===== src/rtl/uart_tx_arbiter.sv =====
// uart_tx_arbiter: round-robin sharing of one UART transmitter between two byte requesters
module uart_tx_arbiter #(
    parameter int          DATA_W      = 8,
    parameter int          TIMEOUT_CYC = 1000000,
    parameter logic [1:0]  RST_BAUD    = 2'b11,
    parameter logic [1:0]  RST_PARITY  = 2'b01
) (
    input  logic              clock,
    input  logic              reset_n,
    input  logic              req0_valid,
    input  logic [DATA_W-1:0] req0_data,
    output logic              req0_ready,
    input  logic              req1_valid,
    input  logic [DATA_W-1:0] req1_data,
    output logic              req1_ready,
    input  logic              cfg_wr,
    input  logic [1:0]        cfg_baud_rate,
    input  logic [1:0]        cfg_parity_type,
    input  logic              err_clr,
    output logic              tx_send,
    output logic [DATA_W-1:0] tx_data,
    output logic [1:0]        tx_baud_rate,
    output logic [1:0]        tx_parity_type,
    input  logic              tx_active_flag,
    input  logic              tx_done_flag,
    output logic              busy,
    output logic              grant,
    output logic              cfg_pending,
    output logic              timeout_err
);
    localparam int CW = $clog2(TIMEOUT_CYC);
    localparam logic [CW-1:0] CNT_MAX  = CW'(TIMEOUT_CYC - 1);
    localparam logic [CW-1:0] CNT_LAST = CW'(TIMEOUT_CYC - 2);

    typedef enum logic [1:0] {IDLE, SEND, WAIT_ACT, WAIT_DONE} state_t;

    state_t        state, next_state;
    logic [CW-1:0] cnt;
    logic [1:0]    pend_baud, pend_parity;
    logic          win, accept, waiting, tmo;

    // The opposite of the last grant wins a tie; a sole requester always wins.
    // Readies are held off in the cycle that a pending config is applied.
    assign win        = (req0_valid && req1_valid) ? !grant : req1_valid;
    assign req0_ready = (state == IDLE) && !cfg_pending && req0_valid && !win;
    assign req1_ready = (state == IDLE) && !cfg_pending && req1_valid && win;
    assign accept     = req0_ready || req1_ready;
    assign waiting    = (state == WAIT_ACT) || (state == WAIT_DONE);
    assign tmo        = waiting && (cnt == CNT_LAST) && !tx_done_flag;

    // State register
    always_ff @(posedge clock or negedge reset_n) begin
        if (!reset_n) state <= IDLE;
        else          state <= next_state;
    end

    // Next-state: done beats active and timeout while waiting on the transmitter
    always_comb begin
        next_state = state;
        case (state)
            IDLE:      next_state = accept ? SEND : IDLE;
            SEND:      next_state = WAIT_ACT;
            WAIT_ACT:  next_state = (tx_done_flag || tmo) ? IDLE : tx_active_flag ? WAIT_DONE : WAIT_ACT;
            WAIT_DONE: next_state = (tx_done_flag || tmo) ? IDLE : WAIT_DONE;
            default:   next_state = IDLE;
        endcase
    end

    // Outputs decoded from the state register
    always_comb begin
        tx_send = (state == SEND);
        busy    = (state != IDLE);
    end

    // Accepted byte, grant history and the saturating frame timer
    always_ff @(posedge clock or negedge reset_n) begin
        if (!reset_n) begin
            tx_data <= '0;
            grant   <= 1'b1;
            cnt     <= '0;
        end else begin
            if (accept) begin
                tx_data <= win ? req1_data : req0_data;
                grant   <= win;
            end
            if (state == SEND) cnt <= '0;
            else if (waiting)  cnt <= cnt + CW'(cnt != CNT_MAX);
        end
    end

    // Config staging: writes land in pending regs and only reach the transmitter from IDLE
    always_ff @(posedge clock or negedge reset_n) begin
        if (!reset_n) begin
            pend_baud      <= RST_BAUD;
            pend_parity    <= RST_PARITY;
            cfg_pending    <= 1'b0;
            tx_baud_rate   <= RST_BAUD;
            tx_parity_type <= RST_PARITY;
        end else begin
            if (state == IDLE && cfg_pending) begin
                tx_baud_rate   <= pend_baud;
                tx_parity_type <= pend_parity;
            end
            if (cfg_wr) begin
                pend_baud   <= cfg_baud_rate;
                pend_parity <= cfg_parity_type;
            end
            cfg_pending <= cfg_wr ? 1'b1 : (state == IDLE) ? 1'b0 : cfg_pending;
        end
    end

    // Sticky timeout flag; a new timeout outranks a simultaneous clear
    always_ff @(posedge clock or negedge reset_n) begin
        if (!reset_n) timeout_err <= 1'b0;
        else          timeout_err <= tmo ? 1'b1 : err_clr ? 1'b0 : timeout_err;
    end
endmodule


===== config.mk =====
export PLATFORM = sky130hd
export DESIGN_NAME = uart_tx_arbiter
export DESIGN_NICKNAME = d
export VERILOG_FILES = /design/src/rtl/uart_tx_arbiter.sv
export SDC_FILE = /design/constraint.sdc
export NUM_CORES = 1
export LEC_CHECK = 0
export CORE_MARGIN = 2
export CORE_UTILIZATION = 52
export CTS_BUF_LIST = sky130_fd_sc_hd__clkbuf_8
export DETAILED_ROUTE_END_ITERATION = 12
export PLACE_DENSITY = 0.93
export SYNTH_ARGS = -nofsm -noshare
export SYNTH_HDL_FRONTEND = slang
export SYNTH_SLANG_ARGS = --single-unit

===== constraint.sdc =====
create_clock -name clock -period 2.42 [get_ports clock]
set_input_delay 0.242 -clock clock [delete_from_list [all_inputs] [get_ports clock]]
set_output_delay 0.242 -clock clock [all_outputs]
set_load 0.02 [all_outputs]

Word-level counts from Yosys, hierarchy flattened
Index checks and enable logic that the tools add are counted.
Word-level totals
  register bits: 41
  latch bits: 0
  RAM bits: 0
  bits in read-only memories: 0
  input bits: 28
  output and inout port bits: 19
  logic and storage cells: 50
  memories: 0
Cells by class
  $add $sub $neg: 1
  multipliers: 0
  divide/modulo/power cells: 0
  order comparisons: 0
  equal/unequal tests: 5
  shift-type cells: 0
  multiplexer cells: 13
  bitwise operators: 0
  reduce and logical (&&, ||, !) cells: 21
Operators with widths (count)
  $mux W20: 2
  $add A20 B1 Y20: 1
  $eq A20 B20 Y1 const B: 1
  $ne A20 B20 Y1 const B: 1
  $logic_and A1 B1 Y1: 9
  $mux W8: 1
  $pmux W2 S4: 1
  $reduce_bool A2 Y1: 4
  $mux W1: 7
  $eq A2 B2 Y1 const B: 2
  $logic_not A1 Y1: 4
  $mux W2: 2
  $logic_or A1 B1 Y1: 3
  $eq A2 B1 Y1 const B: 1
  $logic_not A2 Y1: 1

Longest topological paths before layout
Gate-level depths: netlist of run 1.
  depth after elaboration: 7
  depth in mapped cells: 9
  mapped depth without buffers: 8

Least setup slack after synthesis of run 1
No wires, ideal clock.
  path kind: reg-to-reg
  start: register cnt[4]
  end: register cnt[11]
  library setup time: 121 ps
  arrival time: 2048 ps
  required time: 2299 ps
  setup slack: 251 ps
  cell stages (with the launch flop): 10
  buffers on the path: 1
  clock period less this slack: 2169 ps
  path through: dfrtp_1 clkbuf_2 nand2_1 nand4b_1 or4_1 ha_1 nand4_4 nor3_1 xor2_1 a22o_1
On the way
  longest elaborated chain between the ends: 4
RTL lines
  start: declaration: RTL line 38  | logic [CW-1:0] cnt;
  start signal: assignment: RTL line 87  | else if (waiting) cnt <= cnt + CW'(cnt != CNT_MAX);
  $ne A20 B20 Y1: RTL line 87
  $add A20 B1 Y20 *: RTL line 87
  $mux W20 *: RTL line 87
  $mux W20 *: RTL line 86  | if (state == SEND) cnt <= '0;
Every way passes the cells marked *; elsewhere a longest branch is shown, timed or not. The select of a mux whose other input is x is not followed.
A chain may end at the register's enable or synchronous reset.

Worst setup path in the final report of run 1
  start: register cnt[6]
  end: register cnt[14]
Same word-level chain as after synthesis.

==> impl_metrics.toml, run 1 <==
[status]
status = "finished clean"

[worst_setup_path]
slowest_delay_ns = 0.53
cp_max_fo = 6
cp.arrival_ns = 2.45
r2r_setup_slack_ns = 0.16
cpMaxStageDelayCell = "or4_1"
cp-end-kind = "flip-flop"
critical_path_required_ns = 2.61
path_class = "flip-flop to flip-flop"
path_buf_inv = 0
critPathTopFamily = "simple AND/OR/NAND/NOR gates"
worst_setup_path_start_kind = "flip-flop"
path_cells = "nor3_2 -> nand4_1 -> or4_1 -> ha_1 -> nand4_4 -> nor4_2 -> xor2_1 -> a22o_1"

[floorplanning]
die_area_um2 = 4580
die_w_um = 67.7
initial_utilization_pct = 53.5
num_io_pins = 47
std_cell_rows = 23
dieHeight_um = 67.7
coreArea_um2 = 3940

[timing]
finalMaxSlewViolations = 0
grt_setup_unrepaired = "no"
period_needed_ns = 2.26
fmax_mhz = 442
max_slew.worst_pin.slew_ns = 0.873
slew-limit-headroom_pct = 41.8
skew_ns = 0.00800
period_share_pct = 93.6
finalHoldViolations = 0
finalSetupViolCount = 0
setup_tns_ns = 0

[run]
maxCapViolCount = 0

[synth]
avgSynthCellArea_um2 = 11.3
synth_xor_area_share_pct = 5.39
synth.largest_area_cell = "dfrtp_1"
yosys-top-cells-count = "dfrtp_1, nand2_1, nor2_1"
synth_edf_count = 0
synthSimpleGateAreaFrac_pct = 19.0
yosys_warnings = 0
synth_seq_cells = 41
synth_top_area_share_pct = 40.3
synth-compound-area-share_pct = 11.0
synth_area_leaders = "dfrtp_1, dfstp_2, mux2i_1"
synth_seq_area_share_pct = 49.0
synthMuxAreaShare_pct = 10.4
synth_cell_types = 37
async_flop_share_pct = 100
synthesis.nets = 217
netlist_instances = 187
synthAdderAreaFrac_pct = 1.19
synth_top_family_by_area = "simple AND/OR/NAND/NOR gates"
synth.most_common_cell = "dfrtp_1"
synthFlopType = "dfrtp_1"
synth_area_um2 = 2110

[routing]
drc_errors = 0
dr_total_vias = 1599
vias_per_cell = 5.53
firstDrtPassIters = 4
detail_route.wl_per_cell_um = 15.5
ant_nets = 0
first_iter_violations = 47
finalWirelength_um = 4490

[global_route]
grt_pass1_wl_um = 6920
grt_max_degree = 42
overflow = 0
grt_pass1_vias = 1542
grt_usage_pct = 20.7
antenna_found_initial = 0

[placement]
routabilityCongestion = 0.836
portBuffers = 46
dp.cells = 281
hpwl_um = 3280

[cts]
postCtsSetupRepairBufs = 0
cts.clk_slew.worst_paths_ns = 0.07
root_buffer = "clkbuf_8"
cts_hold_buf = 0
clock_latency_ns = 0.30
cts_tree = "built"
numCtsBuffers = 5
htreeDepth = 2
cts.path.max_buffers = 2
numClockSinks = 41

[power_and_ir_drop]
power_density_nw_per_um2 = 950
clkPwrFrac_pct = 22.1
p_switching_uw = 922
swShare_pct = 35.3
ir_drop_mv = 0.608
pwr-share-comb_pct = 39.6
p_int_mw = 1.69
seqPwrFrac_pct = 38.3
p_leak_nw = 1.23

[cells_and_area]
insertedDiodeCount = 0
syn2layout_area_growth_pct = 30.3
fin_util_pct = 69.8
fin_nets = 268
fillers = 279
drive_gt1_share_pct = 19.7
layout.cells.non_filler = 289

[min_path]
hold_path.class = "input pin to asynchronous set/reset pin"
kinds of logic after synthesis:
| logic type | Yosys count |
|---|---|
| and+or+nand+nor | 63 |
| DFF | 41 |
| AOI/OAI and AO/OA | 32 |
| muxes | 21 |
| buffers and inverters | 15 |
| xor gates and xnor gates | 13 |
| adders and majority gates | 2 |
state kept, by name, summed over array words and instances, names as in the netlist:
register and flops:
state 2, timeout_err 1, pend_parity 2, pend_baud 2
cfg_pending 1, tx_parity_type 2, grant 1, tx_data 8
tx_baud_rate 2, cnt 20
power by group through the flow:
stage / registers [mW] / clock network (mW) / logic, mW
4_1_cts: 1.00 / 0.586 / 1.04
3_3_place_gp: 1.00 / 0 / 1.01
6_report: 1.00 / 0.577 / 1.03
3_5_place_dp: 1.01 / 0 / 1.04
2_1_floorplan: 1.13 / 0 / 0.490
5_1_grt: 1.02 / 0.608 / 1.11
layer usage:
layer  track usage [%]  up-vias  routed length (µm)
met5                 0        -                   0
li1                  -      767                   -
met3              5.83        4                 226
met2              35.9       41                2430
met1              24.4      787                1780
met4              7.65        0                  48
placed cells by master (no fill, tap or decap), drive strengths merged, types with 8 or more instances in the layout:
| cell type | instances |
|---|---|
| a22o | 14 |
| a21oi | 8 |
| clkdlybuf4s50 | 45 |
| xor2 | 9 |
| mux2i | 13 |
| buf | 8 |
| nand2 | 16 |
| nor2 | 16 |
| mux2 | 8 |
| dfrtp | 34 |
timing repair:
item / CTS / global route
endpoints found under the hold margin: 0 / 0
resized for setup: 0 / 4
endpoints found under the setup margin: 0 / 8
path summary, 6_finish.rpt:
check / cells after the start / endpoint / start
max: 8 / cnt[14] / cnt[6]
min: 1 / cnt[13] / reset_n
max reg2reg: 8 / cnt[14] / cnt[6]
min reg2reg: 1 / cnt[18] / cnt[18]
max in group asynchronous: 1 / cnt[6] / reset_n
min in group clock: 1 / cnt[18] / cnt[18]
cell type report:
type	instances	area, µm²	share of cell area, %
inverters	6	22.5	0.819
multi-input cells	131	1000	36.4
clock inverters	2	37.5	1.36
flip-flops and latches	41	1040	37.7
repair buffers	53	508	18.5
clock buffers	6	82.6	3.00
well taps	50	62.6	2.27
per-stage QoR:
stage | worst slack, ns | hold WS (ns) | cell area [µm²] | total power [mW]
4_1_cts | 0.0690 | 0.0883 | 2740 | 2.63
6_report | 0.156 | 0.0580 | 2750 | 2.61
2_1_floorplan | 0.251 | -0.0536 | 2110 | 1.62
5_1_grt | 0.0424 | 0.132 | 2750 | 2.74
3_3_place_gp | 0.208 | 0.411 | 2620 | 2.01
3_5_place_dp | 0.132 | 0.412 | 2620 | 2.05
Power figures use the tool's default switching activity.
==> inputs of run 2 (changes only) <==
--- a/config.mk
+++ b/config.mk
@@ -5,6 +5,7 @@
 export SDC_FILE = /design/constraint.sdc
 export NUM_CORES = 1
 export LEC_CHECK = 0
+export CAP_MARGIN = 25
 export CORE_MARGIN = 2
 export CORE_UTILIZATION = 52
 export CTS_BUF_LIST = sky130_fd_sc_hd__clkbuf_8
==> results of run 2 <==
The final DEF is identical to that of run 1; final timing and power are the same.
==> inputs of run 3 (changes only) <==
==> constraint.sdc (replaced) <==
create_clock -name clock -period 2.42 [get_ports clock]
set_input_delay 0.242 -clock clock [delete_from_list [all_inputs] [get_ports clock]]
set_output_delay 0.242 -clock clock [all_outputs]
set_load 0.1 [all_outputs]
==> run 3 against run 2 <==
Compared with the run above:
- critical path depth unchanged
- final cell count increased by 1.0%
- sequential share of layout area decreased by 0.21 points
- first-iteration DRC count increased by 57%
- non-clock buffer count increased by 3
- critical endpoint is now cnt[11]
==> impl_metrics.toml, run 3 (synthesis gave the netlist of run 1 again) <==
[status]
status = "finished clean"

[cells_and_area]
layout_commonest_cell = "dfrtp_1"
syn2layout_area_growth_pct = 30.7
layout_common_cells = "dfrtp_1, clkdlybuf4s50_1, buf_4"
fillers = 268
largest_reg_flops = 20
insertedDiodeCount = 0
drive_gt1_share_pct = 28.1
regMostFlops = "cnt"
fin_nets = 271
top_regs = "cnt: 20 flops, tx_data: 8 flops"
fin_util_pct = 70.0

[routing]
detail_route.wl_per_cell_um = 15.3
drc_errors = 0
vias_per_cell = 5.60
first_iter_violations = 74
dr_total_vias = 1634
wl_met1_um = 1910
wl_met2_um = 2300
top_layer_used = "met4"
wl_met3_um = 126
firstDrtPassIters = 4
ant_nets = 0
finalWirelength_um = 4470

[worst_setup_path]
slowest_delay_ns = 0.51
critical_path_required_ns = 2.61
worst_setup_path_start_kind = "flip-flop"
path_cells = "nor3_2 -> nand4_1 -> or4_4 -> ha_1 -> nand4_4 -> nor3_1 -> xor2_1 -> a22o_1"
cpMaxStageDelayCell = "or4_4"
cp.arrival_ns = 2.48
cp_max_fo = 8
cp-end-kind = "flip-flop"
path_class = "flip-flop to flip-flop"

[global_route]
overflow = 0
antenna_found_initial = 0
grt_pass1_vias = 1632
grt_max_degree = 42
grt_usage_pct = 21.3
grt_pass1_wl_um = 7170

[min_path]
hold_path.class = "input pin to asynchronous set/reset pin"

[placement]
pre_cts_slack_ns = 0.0733
portBuffers = 46
hpwl_um = 3290
routabilityCongestion = 0.831

[timing]
setup_slack_ns = 0.135
fmax_mhz = 438
grt_setup_unrepaired = "no"
finalSetupViolCount = 0
setup_tns_ns = 0
max_slew.worst_pin.slew_ns = 0.892
period_needed_ns = 2.28
slew-limit-headroom_pct = 40.5
finalMaxSlewViolations = 0
period_share_pct = 94.4
finalHoldViolations = 0
skew_ns = 0.00599

[floorplanning]
initial_utilization_pct = 53.5
num_io_pins = 47
die_w_um = 67.7
die_area_um2 = 4580
coreArea_um2 = 3940
dieHeight_um = 67.7
std_cell_rows = 23

[cts]
cts_tree = "built"
cts.path.max_buffers = 2
numCtsBuffers = 5
htreeDepth = 2
cts_hold_buf = 0
root_buffer = "clkbuf_8"
postCtsSetupRepairBufs = 0
clock_latency_ns = 0.31
cts.clk_slew.worst_paths_ns = 0.08
numClockSinks = 41

[power_and_ir_drop]
power_density_nw_per_um2 = 1250
p_leak_nw = 1.28
ir_drop_mv = 0.946

[run]
maxCapViolCount = 0
## run 3: cell count changes in the layout (fill, tap and decap cells not counted), moves of 2 or more
cell             delta
dfrtp_1             +2
buf_4              +19
clkdlybuf4s50_1    -19
dfrtp_2             -2
buf_12              +3
## run 3: per-layer routing
| metal | GRT usage [%] | vias up |
|---|---|---|
| met5 | 0 | - |
| met4 | 13.8 | 0 |
| met3 | 4.83 | 14 |
| met2 | 33.3 | 34 |
| met1 | 26.3 | 814 |
| li1 | - | 772 |
## run 3: repair_timing
item / in CTS / in global routing
resized for setup: 0 / 2
hold endpoints to repair: 0 / 0
endpoints found under the setup margin: 0 / 9
## run 3: area by class of cell
cell class                      count  area [µm²]  share of cell area (%)
Sequential cell                    41        1030                    37.5
Multi-Input combinational cell    131        1000                    36.4
Clock buffer                        5        68.8                    2.49
Clock inverter                      3        46.3                    1.68
Timing Repair Buffer               56         520                    18.9
Tap cell                           50        62.6                    2.27
Inverter                            6        22.5                   0.816
## run 3: where the power goes
group / internal [mW] / switching, mW / total [mW]
Sequential: 0.874 / 0.125 / 0.999
Clock: 0.309 / 0.253 / 0.561
Combinational: 0.468 / 1.42 / 1.89
Total: 1.65 / 1.80 / 3.45
## run 3: stage by stage
stage | std cells | power, mW | cell area, µm² | hold WS [ns]
after floorplan | 187 | 2.46 | 2110 | -0.0536
after global placement | 284 | 2.86 | 2640 | 0.407
after detailed placement | 284 | 2.90 | 2640 | 0.414
after CTS | 292 | 3.46 | 2750 | 0.0792
after global routing | 292 | 3.59 | 2760 | 0.135
final | 292 | 3.45 | 2760 | 0.0574
## run 3: worst max-delay path, delay by kind of cell, from the launching register on
family                     cells  cell delay (ns)
AOI/OAI and AO/OA              1             0.19
and+or+nand+nor                5             1.12
DFF                            1             0.45
adders and majority gates      1             0.26
xor gates and xnor gates       1             0.15
## run 3: path summary, 6_finish.rpt
| check | from | slack [ns] | cells after the start | endpoint |
|---|---|---|---|---|
| min in group clock | cnt[18] | 0.48 | 1 | cnt[18] |
| max | cnt[7] | 0.14 | 8 | cnt[11] |
| min reg2reg | cnt[18] | 0.48 | 1 | cnt[18] |
| max reg2reg | cnt[7] | 0.14 | 8 | cnt[11] |
| min | reset_n | 0.06 | 1 | cnt[5] |
| max in group asynchronous | reset_n | 1.81 | 1 | tx_data[7] |
